<file path="src/rtl/mem_pkg.sv">
// mem_pkg: shared definitions for the data-memory access stage.
//   - RV32I load/store size/sign encodings (funct3)
//   - FSM state encoding for mem_access_unit
package mem_pkg;

    localparam logic [2:0] F3_B  = 3'b000;
    localparam logic [2:0] F3_H  = 3'b001;
    localparam logic [2:0] F3_W  = 3'b010;
    localparam logic [2:0] F3_BU = 3'b100;
    localparam logic [2:0] F3_HU = 3'b101;

    typedef enum logic [2:0] {
        ST_IDLE,
        ST_REQ,
        ST_RESP,
        ST_ACK,
        ST_HOLD
    } state_t;

endpackage

</file>
<file path="src/rtl/mem_access_unit_if.sv">
// mem_access_unit_if: groups the controller-side request/ack signals and the
// data-memory bus signals of mem_access_unit.
//   master : the access unit (consumes controller requests, drives the bus)
//   slave  : the environment (controller + memory bus responder)
// Controller side: mem_read, mem_write, mem_address, funct3, mem_wdata,
//                  mem_ack, mem_Message, mem_err
// Bus side:        bus_req, bus_we, bus_addr, bus_be, bus_wdata,
//                  bus_gnt, bus_rvalid, bus_rdata
interface mem_access_unit_if;
    logic        mem_read;
    logic        mem_write;
    logic [31:0] mem_address;
    logic [2:0]  funct3;
    logic [31:0] mem_wdata;
    logic        mem_ack;
    logic [31:0] mem_Message;
    logic        mem_err;

    logic        bus_req;
    logic        bus_we;
    logic [31:0] bus_addr;
    logic [3:0]  bus_be;
    logic [31:0] bus_wdata;
    logic        bus_gnt;
    logic        bus_rvalid;
    logic [31:0] bus_rdata;

    modport master (
        input  mem_read, mem_write, mem_address, funct3, mem_wdata,
        output mem_ack, mem_Message, mem_err,
        output bus_req, bus_we, bus_addr, bus_be, bus_wdata,
        input  bus_gnt, bus_rvalid, bus_rdata
    );

    modport slave (
        output mem_read, mem_write, mem_address, funct3, mem_wdata,
        input  mem_ack, mem_Message, mem_err,
        input  bus_req, bus_we, bus_addr, bus_be, bus_wdata,
        output bus_gnt, bus_rvalid, bus_rdata
    );
endinterface

</file>
<file path="src/rtl/mem_access_unit_lsu_align.sv">
// lsu_align: purely combinational byte-lane logic for the access unit.
//   Store side (fed from the live request):
//     st_offset_i, st_funct3_i, st_we_i, st_wdata_i -> st_be_o, st_wdata_o,
//     st_illegal_o (undefined funct3 for the direction, or misaligned)
//   Load side (fed from the latched request):
//     ld_offset_i, ld_funct3_i, ld_rdata_i -> ld_data_o (extended value)
module lsu_align
    import mem_pkg::*;
(
    input  logic [1:0]  st_offset_i,
    input  logic [2:0]  st_funct3_i,
    input  logic        st_we_i,
    input  logic [31:0] st_wdata_i,
    output logic [3:0]  st_be_o,
    output logic [31:0] st_wdata_o,
    output logic        st_illegal_o,
    input  logic [1:0]  ld_offset_i,
    input  logic [2:0]  ld_funct3_i,
    input  logic [31:0] ld_rdata_i,
    output logic [31:0] ld_data_o
);

    logic [1:0]  st_size;
    logic        f3_bad;
    logic        misaligned;
    logic [31:0] ld_shifted;

    // funct3[1:0] encodes the access size (00 byte, 01 half, 10 word).
    assign st_size = st_funct3_i[1:0];

    // Size 11 never exists; bit 2 (unsigned) is only meaningful for B/H loads.
    assign f3_bad = (st_size == 2'b11) || (st_funct3_i[2] && (st_funct3_i[1] || st_we_i));

    always_comb begin
        st_be_o    = 4'b0000;
        misaligned = 1'b0;
        case (st_size)
            2'b00: st_be_o = 4'b0001 << st_offset_i;
            2'b01: begin
                st_be_o    = 4'b0011 << st_offset_i;
                misaligned = st_offset_i[0];
            end
            2'b10: begin
                st_be_o    = 4'b1111;
                misaligned = (st_offset_i != 2'b00);
            end
            default: st_be_o = 4'b0000;
        endcase
    end

    assign st_illegal_o = f3_bad || misaligned;

    // Replicate the store data so whichever lanes are enabled carry it.
    genvar gi;
    for (gi = 0; gi < 4; gi++) begin : g_lane
        assign st_wdata_o[8*gi +: 8] = (st_size == 2'b00) ? st_wdata_i[7:0] :
                                       (st_size == 2'b01) ? st_wdata_i[8*(gi%2) +: 8] :
                                                            st_wdata_i[8*gi +: 8];
    end

    // Bring the addressed byte/half down to bit 0 before extending.
    assign ld_shifted = ld_rdata_i >> {ld_offset_i, 3'b000};

    always_comb begin
        ld_data_o = 32'h0;
        case (ld_funct3_i)
            F3_B:    ld_data_o = {{24{ld_shifted[7]}}, ld_shifted[7:0]};
            F3_H:    ld_data_o = {{16{ld_shifted[15]}}, ld_shifted[15:0]};
            F3_W:    ld_data_o = ld_rdata_i;
            F3_BU:   ld_data_o = {24'h0, ld_shifted[7:0]};
            F3_HU:   ld_data_o = {16'h0, ld_shifted[15:0]};
            default: ld_data_o = 32'h0;
        endcase
    end

endmodule

</file>
<file path="src/rtl/mem_access_unit.sv">
// mem_access_unit: data-memory access stage behind the PE controller.
// Takes a held load/store request, runs one req/gnt/rvalid transaction on
// the data bus and returns a one-cycle mem_ack with the extended load value
// (mem_Message) and an error flag (misaligned, illegal, or bus timeout).
//   clk     : clock, all state on rising edge
//   rst_n   : asynchronous active-low reset
//   mau_io  : mem_access_unit_if.master (controller + bus signals)
// Parameter TIMEOUT_CYCLES (1..255): cycles allowed in REQ+RESP.
module mem_access_unit
    import mem_pkg::*;
#(
    parameter int unsigned TIMEOUT_CYCLES = 255
) (
    input  logic               clk,
    input  logic               rst_n,
    mem_access_unit_if.master  mau_io
);

    localparam logic [7:0] TO_LAST = 8'(TIMEOUT_CYCLES - 1);

    state_t      state_q;
    logic [7:0]  cnt_q;
    logic [1:0]  off_q;
    logic [2:0]  f3_q;
    logic        bus_req_q;
    logic        bus_we_q;
    logic [31:0] bus_addr_q;
    logic [3:0]  bus_be_q;
    logic [31:0] bus_wdata_q;
    logic        ack_q;
    logic [31:0] msg_q;
    logic        err_q;

    logic [3:0]  be_d;
    logic [31:0] wdata_d;
    logic        st_illegal;
    logic [31:0] ld_data;
    logic        illegal_d;
    logic        any_req;
    logic        timeout_hit;

    lsu_align u_align (
        .st_offset_i  (mau_io.mem_address[1:0]),
        .st_funct3_i  (mau_io.funct3),
        .st_we_i      (mau_io.mem_write),
        .st_wdata_i   (mau_io.mem_wdata),
        .st_be_o      (be_d),
        .st_wdata_o   (wdata_d),
        .st_illegal_o (st_illegal),
        .ld_offset_i  (off_q),
        .ld_funct3_i  (f3_q),
        .ld_rdata_i   (mau_io.bus_rdata),
        .ld_data_o    (ld_data)
    );

    assign any_req     = mau_io.mem_read || mau_io.mem_write;
    assign illegal_d   = (mau_io.mem_read && mau_io.mem_write) || st_illegal;
    // cnt_q counts REQ+RESP cycles already spent; this cycle is the last allowed.
    assign timeout_hit = (cnt_q == TO_LAST);

    always_ff @(posedge clk or negedge rst_n) begin
        if (!rst_n) begin
            state_q     <= ST_IDLE;
            cnt_q       <= 8'h0;
            off_q       <= 2'b00;
            f3_q        <= 3'b000;
            bus_req_q   <= 1'b0;
            bus_we_q    <= 1'b0;
            bus_addr_q  <= 32'h0;
            bus_be_q    <= 4'h0;
            bus_wdata_q <= 32'h0;
            ack_q       <= 1'b0;
            msg_q       <= 32'h0;
            err_q       <= 1'b0;
        end else begin
            ack_q <= 1'b0;
            case (state_q)
                ST_IDLE: begin
                    if (any_req) begin
                        if (illegal_d) begin
                            ack_q   <= 1'b1;
                            err_q   <= 1'b1;
                            msg_q   <= 32'h0;
                            state_q <= ST_ACK;
                        end else begin
                            off_q       <= mau_io.mem_address[1:0];
                            f3_q        <= mau_io.funct3;
                            bus_req_q   <= 1'b1;
                            bus_we_q    <= mau_io.mem_write;
                            bus_addr_q  <= {mau_io.mem_address[31:2], 2'b00};
                            bus_be_q    <= be_d;
                            bus_wdata_q <= wdata_d;
                            cnt_q       <= 8'h0;
                            state_q     <= ST_REQ;
                        end
                    end
                end
                ST_REQ: begin
                    // A grant arriving in the final allowed cycle cannot finish
                    // in time, so the timeout takes precedence here.
                    if (timeout_hit) begin
                        bus_req_q <= 1'b0;
                        ack_q     <= 1'b1;
                        err_q     <= 1'b1;
                        msg_q     <= 32'h0;
                        state_q   <= ST_ACK;
                    end else begin
                        cnt_q <= cnt_q + 8'd1;
                        if (mau_io.bus_gnt) begin
                            bus_req_q <= 1'b0;
                            state_q   <= ST_RESP;
                        end
                    end
                end
                ST_RESP: begin
                    // A response in the final allowed cycle still completes.
                    if (mau_io.bus_rvalid) begin
                        ack_q   <= 1'b1;
                        err_q   <= 1'b0;
                        msg_q   <= bus_we_q ? 32'h0 : ld_data;
                        state_q <= ST_ACK;
                    end else if (timeout_hit) begin
                        ack_q   <= 1'b1;
                        err_q   <= 1'b1;
                        msg_q   <= 32'h0;
                        state_q <= ST_ACK;
                    end else begin
                        cnt_q <= cnt_q + 8'd1;
                    end
                end
                ST_ACK: begin
                    state_q <= ST_HOLD;
                end
                ST_HOLD: begin
                    // The controller keeps its request up until it sees the ack;
                    // wait for it to drop so the same request is not reissued.
                    if (!any_req) begin
                        state_q <= ST_IDLE;
                    end
                end
                default: begin
                    state_q <= ST_IDLE;
                end
            endcase
        end
    end

    assign mau_io.mem_ack     = ack_q;
    assign mau_io.mem_Message = msg_q;
    assign mau_io.mem_err     = err_q;
    assign mau_io.bus_req     = bus_req_q;
    assign mau_io.bus_we      = bus_we_q;
    assign mau_io.bus_addr    = bus_addr_q;
    assign mau_io.bus_be      = bus_be_q;
    assign mau_io.bus_wdata   = bus_wdata_q;

endmodule

</file>
<file path="src/flat_wrapper.sv">
// flat-port wrapper written by rule: the top's interface ports become plain ports
module mem_access_unit_flat import mem_pkg::*;
#(
    parameter int unsigned TIMEOUT_CYCLES = 255
)
  (clk, rst_n, mau_io_mem_read, mau_io_mem_write, mau_io_mem_address, mau_io_funct3, mau_io_mem_wdata, mau_io_mem_ack, mau_io_mem_Message, mau_io_mem_err, mau_io_bus_req, mau_io_bus_we, mau_io_bus_addr, mau_io_bus_be, mau_io_bus_wdata, mau_io_bus_gnt, mau_io_bus_rvalid, mau_io_bus_rdata);
  mem_access_unit_if mau_io_i ();
  input  logic clk;
  input  logic rst_n;
  input wire logic [$bits(mau_io_i.mem_read)-1:0] mau_io_mem_read;
  input wire logic [$bits(mau_io_i.mem_write)-1:0] mau_io_mem_write;
  input wire logic [$bits(mau_io_i.mem_address)-1:0] mau_io_mem_address;
  input wire logic [$bits(mau_io_i.funct3)-1:0] mau_io_funct3;
  input wire logic [$bits(mau_io_i.mem_wdata)-1:0] mau_io_mem_wdata;
  output wire logic [$bits(mau_io_i.mem_ack)-1:0] mau_io_mem_ack;
  output wire logic [$bits(mau_io_i.mem_Message)-1:0] mau_io_mem_Message;
  output wire logic [$bits(mau_io_i.mem_err)-1:0] mau_io_mem_err;
  output wire logic [$bits(mau_io_i.bus_req)-1:0] mau_io_bus_req;
  output wire logic [$bits(mau_io_i.bus_we)-1:0] mau_io_bus_we;
  output wire logic [$bits(mau_io_i.bus_addr)-1:0] mau_io_bus_addr;
  output wire logic [$bits(mau_io_i.bus_be)-1:0] mau_io_bus_be;
  output wire logic [$bits(mau_io_i.bus_wdata)-1:0] mau_io_bus_wdata;
  input wire logic [$bits(mau_io_i.bus_gnt)-1:0] mau_io_bus_gnt;
  input wire logic [$bits(mau_io_i.bus_rvalid)-1:0] mau_io_bus_rvalid;
  input wire logic [$bits(mau_io_i.bus_rdata)-1:0] mau_io_bus_rdata;
  assign mau_io_i.mem_read = mau_io_mem_read;
  assign mau_io_i.mem_write = mau_io_mem_write;
  assign mau_io_i.mem_address = mau_io_mem_address;
  assign mau_io_i.funct3 = mau_io_funct3;
  assign mau_io_i.mem_wdata = mau_io_mem_wdata;
  assign mau_io_mem_ack = mau_io_i.mem_ack;
  assign mau_io_mem_Message = mau_io_i.mem_Message;
  assign mau_io_mem_err = mau_io_i.mem_err;
  assign mau_io_bus_req = mau_io_i.bus_req;
  assign mau_io_bus_we = mau_io_i.bus_we;
  assign mau_io_bus_addr = mau_io_i.bus_addr;
  assign mau_io_bus_be = mau_io_i.bus_be;
  assign mau_io_bus_wdata = mau_io_i.bus_wdata;
  assign mau_io_i.bus_gnt = mau_io_bus_gnt;
  assign mau_io_i.bus_rvalid = mau_io_bus_rvalid;
  assign mau_io_i.bus_rdata = mau_io_bus_rdata;
  mem_access_unit #(.TIMEOUT_CYCLES(TIMEOUT_CYCLES)) u_core (.clk(clk), .rst_n(rst_n), .mau_io(mau_io_i));
endmodule
</file>
<file path="config.mk">
export PLATFORM = sky130hd
export DESIGN_NAME = mem_access_unit_flat
export DESIGN_NICKNAME = d
export VERILOG_FILES = /design/src/rtl/mem_pkg.sv /design/src/rtl/mem_access_unit_if.sv /design/src/rtl/mem_access_unit_lsu_align.sv /design/src/rtl/mem_access_unit.sv /design/src/flat_wrapper.sv
export SDC_FILE = /design/constraint.sdc
export NUM_CORES = 1
export LEC_CHECK = 0
export ABC_CLOCK_PERIOD_IN_PS = 3500
export BUFFER_PORTS_ARGS = -buffer_cell sky130_fd_sc_hd__clkbuf_2
export CORE_ASPECT_RATIO = 0.75
export CORE_UTILIZATION = 57
export CTS_BUF_LIST = sky130_fd_sc_hd__clkbuf_8
export CTS_CLUSTER_SIZE = 12
export DETAILED_ROUTE_END_ITERATION = 6
export PLACE_DENSITY = 0.94
export SLEW_MARGIN = 10
export SYNTH_ARGS = -nofsm -noshare
export SYNTH_HDL_FRONTEND = slang
export SYNTH_HIERARCHICAL = 1
export SYNTH_SLANG_ARGS = --single-unit
</file>
<file path="constraint.sdc">
create_clock -name clk -period 3.5 [get_ports clk]
set_input_delay 0.175 -clock clk [delete_from_list [all_inputs] [get_ports clk]]
set_output_delay 0.175 -clock clk [all_outputs]
set_load 0.05 [all_outputs]
</file>
==> results of run 1 <==
==> synth_stat cells, drive strengths merged (5+ instances only) <==
cell type,count
nand3,11
nand2,50
nor3,5
dfrtp,118
inv,20
o21ai,41
ha,6
a22o,33
buf,34
o31ai,10
nor2,18
mux2i,9
nor2b,7
clkbuf,9
a22oi,8
a211oi,7
mux2,89
a21oi,8
==> layer usage <==
metal	up-vias	share of wire	global-route usage
met5	-	0	0
met4	0	0.021	0.125
met3	41	0.076	0.0805
met2	277	0.50	0.531
met1	2698	0.41	0.396
li1	2381	-	-
==> cells by family after synthesis <==
kind of cell	count (synthesis)
buffers and inverters	64
adder cells (fa/ha/maj)	7
other	1
XOR/XNOR	1
multiplexers	100
flip-flops	118
AO/OA/AOI/OAI	125
AND/OR/NAND/NOR	120
==> metrics by stage <==
step,worst slack (ns),std cells,hold WS (ns)
floorplan,1.49,537,-0.121
global placement,0.951,847,0.247
detailed placement,0.787,847,0.263
CTS,0.972,911,0.00258
global route,0.971,911,0.00411
finish,1.10,911,0.0202
==> flip-flops by register name, indices dropped and copies added, names as in the netlist <==
signal / flops
u_core/off_q: 2
u_core/f3_q: 3
u_core/mau_io.bus_wdata: 32
u_core/mau_io.bus_addr: 30
u_core/mau_io.mem_Message: 32
u_core/mau_io.bus_be: 4
u_core/cnt_q: 8
u_core/mau_io.bus_we: 1
u_core/state_q: 3
u_core/mau_io.mem_err: 1
u_core/mau_io.bus_req: 1
u_core/mau_io.mem_ack: 1
==> final cells by class <==
type                    instances  area, µm²  share of cell area
clock buffers                  18        248              0.0306
repair buffers                245       1430               0.177
well taps                     140        175              0.0216
inverters                      21       78.8             0.00973
multi-input cells             355       3060               0.378
flip-flops and latches        118       2950               0.365
clock inverters                14        151              0.0187
==> power by group through the flow <==
stage | combinational [mW] | clock, mW | sequential [mW]
global placement | 4.58 | 0 | 2.50
finish | 4.76 | 1.25 | 2.57
CTS | 4.72 | 1.27 | 2.53
global route | 4.98 | 1.34 | 2.64
detailed placement | 4.68 | 0 | 2.53
floorplan | 1.90 | 0 | 4.27
==> final timing paths <==
kind / start / end / cells past startpoint
max reg2reg: u_core/off_q[1] / u_core/mau_io.mem_Message[17] / 4
min reg2reg: u_core/mau_io.mem_Message[13] / u_core/mau_io.mem_Message[13] / 1
max: u_core/off_q[1] / u_core/mau_io.mem_Message[17] / 4
min in group asynchronous: rst_n / u_core/mau_io.mem_Message[28] / 2
max in group asynchronous: rst_n / u_core/cnt_q[0] / 3
min: mau_io_funct3[2] / u_core/f3_q[2] / 2
==> repair_timing <==
item                                   4_1_cts  5_1_grt
buffers inserted                             0        0
endpoints found under the hold margin       83        0
hold buffers                                32        0
==> flow_metrics.env, run 1 <==
export IMPL_grt_max_degree=67
export IMPL_layout_min_cycle_time_ns=2.40
export IMPL_muxShareOfSynthArea=0.219
export IMPL_async_flop_share=1.00
export IMPL_yosysSeqAreaShare=0.464
export IMPL_maxSlewHeadroom=0.313
export IMPL_cts_tree="built"
export IMPL_ant_nets=0
export IMPL_utilization=0.743
export IMPL_p_comb_frac=0.555
export IMPL_tightest_slew_ns=1.03
export IMPL_synth_top_cell_by_area="dfrtp_1"
export IMPL_synth_edf_count=0
export IMPL_fin_skew_ns=0.0125
export IMPL_crit_required_ns=3.83
export IMPL_synthesis_area_per_instance_um2=11.9
export IMPL_yosys_area_share_adder=0.0134
export IMPL_rsz0062_at_grt="false"
export IMPL_die_area_mm2=0.0116
export IMPL_pin_count=209
export IMPL_synth_simple_gate_area_frac=0.0969
export IMPL_layout_common_cells="clkbuf_2, dfrtp_1, mux2_4, nand2_1, o21ai_0"
export IMPL_grt_usage=0.319
export IMPL_area_growth_pct=27.2
export IMPL_finalSetupViolCount=0
export IMPL_crit_slowest_cell="dfrtp_1"
export IMPL_yosys_most_used_dff="dfrtp_1"
export IMPL_cts_htree_levels=4
export IMPL_drt_iter0_drc=476
export IMPL_die_w_um=124
export IMPL_fill_cells=733
export IMPL_finalInstanceArea_mm2=0.00810
export IMPL_grt_pass1_vias=5413
export IMPL_num_rows=33
export IMPL_pwr_share_seq=0.299
export IMPL_grt_pass1_wl_um=27800
export IMPL_leakagePower_nw=4.22
export IMPL_intPower_mw=4.19
export IMPL_wirelength_um=17700
export IMPL_powerDensity_mw_per_mm2=1060
export IMPL_power_share_switching=0.512
export IMPL_cp_top_family="flip-flops"
export IMPL_io_buffers=206
export IMPL_cts_buffers=17
export IMPL_netlist_area_mm2=0.00637
export IMPL_placed_area_mm2=0.00737
export IMPL_drive_above_1_share=0.454
export IMPL_ys_ff_latch=118
export IMPL_cts_resized=0
export IMPL_cts_buffer_depth=2
export IMPL_hp_class="in2reg"
export IMPL_yosys_cell_types_count=62
export IMPL_maxCapViolations=0
export IMPL_synth_top_family_by_area="multiplexers"
export IMPL_period_share=0.686
export IMPL_antenna_found_initial=0
export IMPL_place_congestion=0.910
export IMPL_cp_num_buf_inv=0
export IMPL_p_clk_frac=0.146
export IMPL_switchingPower_mw=4.39
export IMPL_cts_root_buffer="clkbuf_8"
export IMPL_path_cells="mux4_2, o21ai_4, o21ai_0, a22o_1"
export IMPL_cpPeakStageDelay_ns=1.02
export IMPL_start_kind="flip-flop"
export IMPL_core_area_mm2=0.0109
export IMPL_reg2reg_slack_ns=1.10
export IMPL_setup_tns_ns=0
export IMPL_clk_pin_slew_ns=0.08
export IMPL_clk_latency_ns=0.44
export IMPL_synth_xor_area_frac=0.00138
export IMPL_ir_drop_uv=781
export IMPL_die_h_um=93.5
export IMPL_hold_viol=0
export IMPL_path_max_fanout=28
export IMPL_path_class="reg2reg"
export IMPL_grt_overflow=0
export IMPL_initial_utilization=0.584
export IMPL_syn_inst=536
export IMPL_slew_viol_final=0
export IMPL_diodes=0
export IMPL_wl_per_cell_um=19.5
export IMPL_synth_area_leaders="dfrtp_1, mux2_4, a22o_1"
export IMPL_nNetsFinal=869
export IMPL_ys_warn_count=6
export IMPL_first_pass_iters=5
export IMPL_power_mw=8.58
export IMPL_synth_compound_area_frac=0.145
export IMPL_status="finished, final reports clean"
export IMPL_final_common_cell="clkbuf_2"
export IMPL_cts_sinks=118
export IMPL_vias=5397
export IMPL_fmax_ghz=0.416
export IMPL_drc=0
export IMPL_yosysTopAreaCellShare=0.464
export IMPL_critPathArrivalTime_ns=2.74
export IMPL_post_dp_hpwl_um=11900
export IMPL_crit_path_end_kind="flip-flop"
export IMPL_via_per_inst=5.92
Note: power is estimated with default switching activity, not from simulation.
==> run 2, diff against run 1 <==
--- a/config.mk
+++ b/config.mk
@@ -5,14 +5,14 @@
 export SDC_FILE = /design/constraint.sdc
 export NUM_CORES = 1
 export LEC_CHECK = 0
-export ABC_CLOCK_PERIOD_IN_PS = 3500
+export ABC_CLOCK_PERIOD_IN_PS = 2300
 export BUFFER_PORTS_ARGS = -buffer_cell sky130_fd_sc_hd__clkbuf_2
 export CORE_ASPECT_RATIO = 0.75
-export CORE_UTILIZATION = 57
+export CORE_UTILIZATION = 53
 export CTS_BUF_LIST = sky130_fd_sc_hd__clkbuf_8
 export CTS_CLUSTER_SIZE = 12
 export DETAILED_ROUTE_END_ITERATION = 6
-export PLACE_DENSITY = 0.94
+export PLACE_DENSITY = 0.88
 export SLEW_MARGIN = 10
 export SYNTH_ARGS = -nofsm -noshare
 export SYNTH_HDL_FRONTEND = slang
==> constraint.sdc (replaced) <==
create_clock -name clk -period 2.3 [get_ports clk]
set_input_delay 0.115 -clock clk [delete_from_list [all_inputs] [get_ports clk]]
set_output_delay 0.115 -clock clk [all_outputs]
set_load 0.05 [all_outputs]
==> run 2 against run 1 <==
- final area up 2.9%
- clock skew hardly changed
- combinational power up 56%
- largest power group unchanged
- via count down 0.39%
==> flow_metrics.env, run 2 (synthesized netlist as in run 1, its figures left out) <==
export IMPL_drc=0
export IMPL_layout_min_cycle_time_ns=2.00
export IMPL_antenna_found_initial=0
export IMPL_path_max_fanout=5
export IMPL_cts_buffers=17
export IMPL_place_congestion=0.920
export IMPL_hp_class="in2reg"
export IMPL_hold_viol=0
export IMPL_drive_above_1_share=0.450
export IMPL_wirelength_um=17500
export IMPL_fin_skew_ns=0.0121
export IMPL_wl_per_cell_um=18.4
export IMPL_critPathArrivalTime_ns=2.32
export IMPL_period_share=0.871
export IMPL_cp_top_family="buffers and inverters"
export IMPL_vias=5376
export IMPL_post_dp_hpwl_um=12100
export IMPL_path_cells="dlygate4sd3_1, clkbuf_2, o21a_1, a211o_1, maj3_1, or3_1, a21oi_1, nor3_1"
export IMPL_grt_max_degree=56
export IMPL_fin_ws_ns=0.298
export IMPL_die_area_mm2=0.0125
export IMPL_slew_viol_final=0
export IMPL_layout_common_cells="clkbuf_2, dfrtp_1, mux2_4, nand2_1, dlygate4sd3_1"
export IMPL_start_kind="input pin"
export IMPL_die_w_um=129
export IMPL_cts_resized=0
export IMPL_pin_count=209
export IMPL_clk_latency_ns=0.43
export IMPL_drt_iter0_drc=367
export IMPL_cts_htree_levels=4
export IMPL_fill_cells=817
export IMPL_crit_required_ns=2.62
export IMPL_first_pass_iters=5
export IMPL_status="finished, final reports clean"
export IMPL_place_ws_ns=0.0863
export IMPL_grt_pass1_vias=5534
export IMPL_path_class="in2reg"
export IMPL_diodes=0
export IMPL_cp_num_buf_inv=2
export IMPL_cts_root_buffer="clkbuf_8"
export IMPL_ir_drop_uv=1210
export IMPL_powerDensity_mw_per_mm2=1590
export IMPL_num_rows=34
export IMPL_nNetsFinal=886
export IMPL_tightest_slew_ns=0.668
export IMPL_final_common_cell="clkbuf_2"
export IMPL_grt_overflow=0
export IMPL_die_h_um=96.9
export IMPL_ant_nets=0
export IMPL_core_area_mm2=0.0117
export IMPL_area_growth_pct=30.9
export IMPL_io_buffers=206
export IMPL_crit_path_end_kind="flip-flop"
export IMPL_maxSlewHeadroom=0.555
export IMPL_grt_pass1_wl_um=28100
export IMPL_fmax_ghz=0.499
export IMPL_maxCapViolations=0
export IMPL_rsz0062_at_grt="false"
export IMPL_cts_sinks=118
export IMPL_via_per_inst=5.66
export IMPL_crit_slowest_cell="dlygate4sd3_1"
export IMPL_cpPeakStageDelay_ns=0.54
export IMPL_initial_utilization=0.546
export IMPL_finalSetupViolCount=0
export IMPL_cts_tree="built"
export IMPL_cts_buffer_depth=2
export IMPL_clk_pin_slew_ns=0.08
export IMPL_grt_usage=0.291
export IMPL_leakagePower_nw=4.33
export IMPL_setup_tns_ns=0
## run 2: where the power goes
group | internal (mW) | switching [mW] | total (mW) | leakage [nW]
Clock | 1.19 | 0.906 | 2.10 | 0.219
Sequential | 3.01 | 0.748 | 3.76 | 1.48
Combinational | 2.45 | 4.98 | 7.42 | 2.63
## run 2: worst reg2reg max path, stage by stage, from the launching register on
cell and delay (ns):
dfrtp_1 0.44, inv_1 0.08, ha_1 0.17, nand3_1 0.11
nor2_1 0.45, nor3_2 0.17, a221o_1 0.35
## run 2: what timing repair did
item                      4_1_cts  5_1_grt
hold buffers                   42        0
hold endpoints to repair       90        0
buffers inserted                0        0
## run 2: worst paths after layout
| check | slack, ns | cells past startpoint | to | start |
|---|---|---|---|---|
| max | 0.30 | 8 | u_core/mau_io.mem_err | mau_io_mem_write |
| min | 0.03 | 4 | u_core/mau_io.mem_Message[2] | mau_io_bus_rdata[2] |
| max reg2reg | 0.41 | 6 | u_core/cnt_q[3] | u_core/cnt_q[0] |
| min reg2reg | 0.50 | 1 | u_core/mau_io.bus_wdata[31] | u_core/mau_io.bus_wdata[31] |
| max in group asynchronous | 1.29 | 3 | u_core/state_q[2] | rst_n |
| min in group asynchronous | 0.25 | 2 | u_core/mau_io.mem_Message[28] | rst_n |
## run 2: layout make-up
class | instances | area, µm² | area share
clock inverter | 14 | 201 | 0.0242
multi-input combinational | 355 | 3060 | 0.367
timing repair buffer | 262 | 1610 | 0.193
tap | 162 | 203 | 0.0243
inverter | 21 | 78.8 | 0.00946
sequential | 118 | 2950 | 0.354
clock buffer | 17 | 234 | 0.0281
## run 2: metal layers
metal | global-route usage | part of all wire | wire length [µm]
met5 | 0 | 0 | 0
met4 | 0.121 | 0.027 | 471
met3 | 0.0636 | 0.060 | 1050
met2 | 0.475 | 0.49 | 8500
met1 | 0.374 | 0.43 | 7440
## run 2: per-stage QoR
stage          hold slack (ns)  cells  area (µm²)  total power, mW   util
3_3_place_gp             0.176    876        7480             10.8  0.642
3_5_place_dp             0.198    876        7480             11.1  0.642
4_1_cts                0.00661    949        8330             13.3  0.715
2_1_floorplan           -0.181    537        6370             9.39      -
5_1_grt                0.00568    949        8330             13.9  0.715
6_report                0.0270    949        8330             13.3  0.715
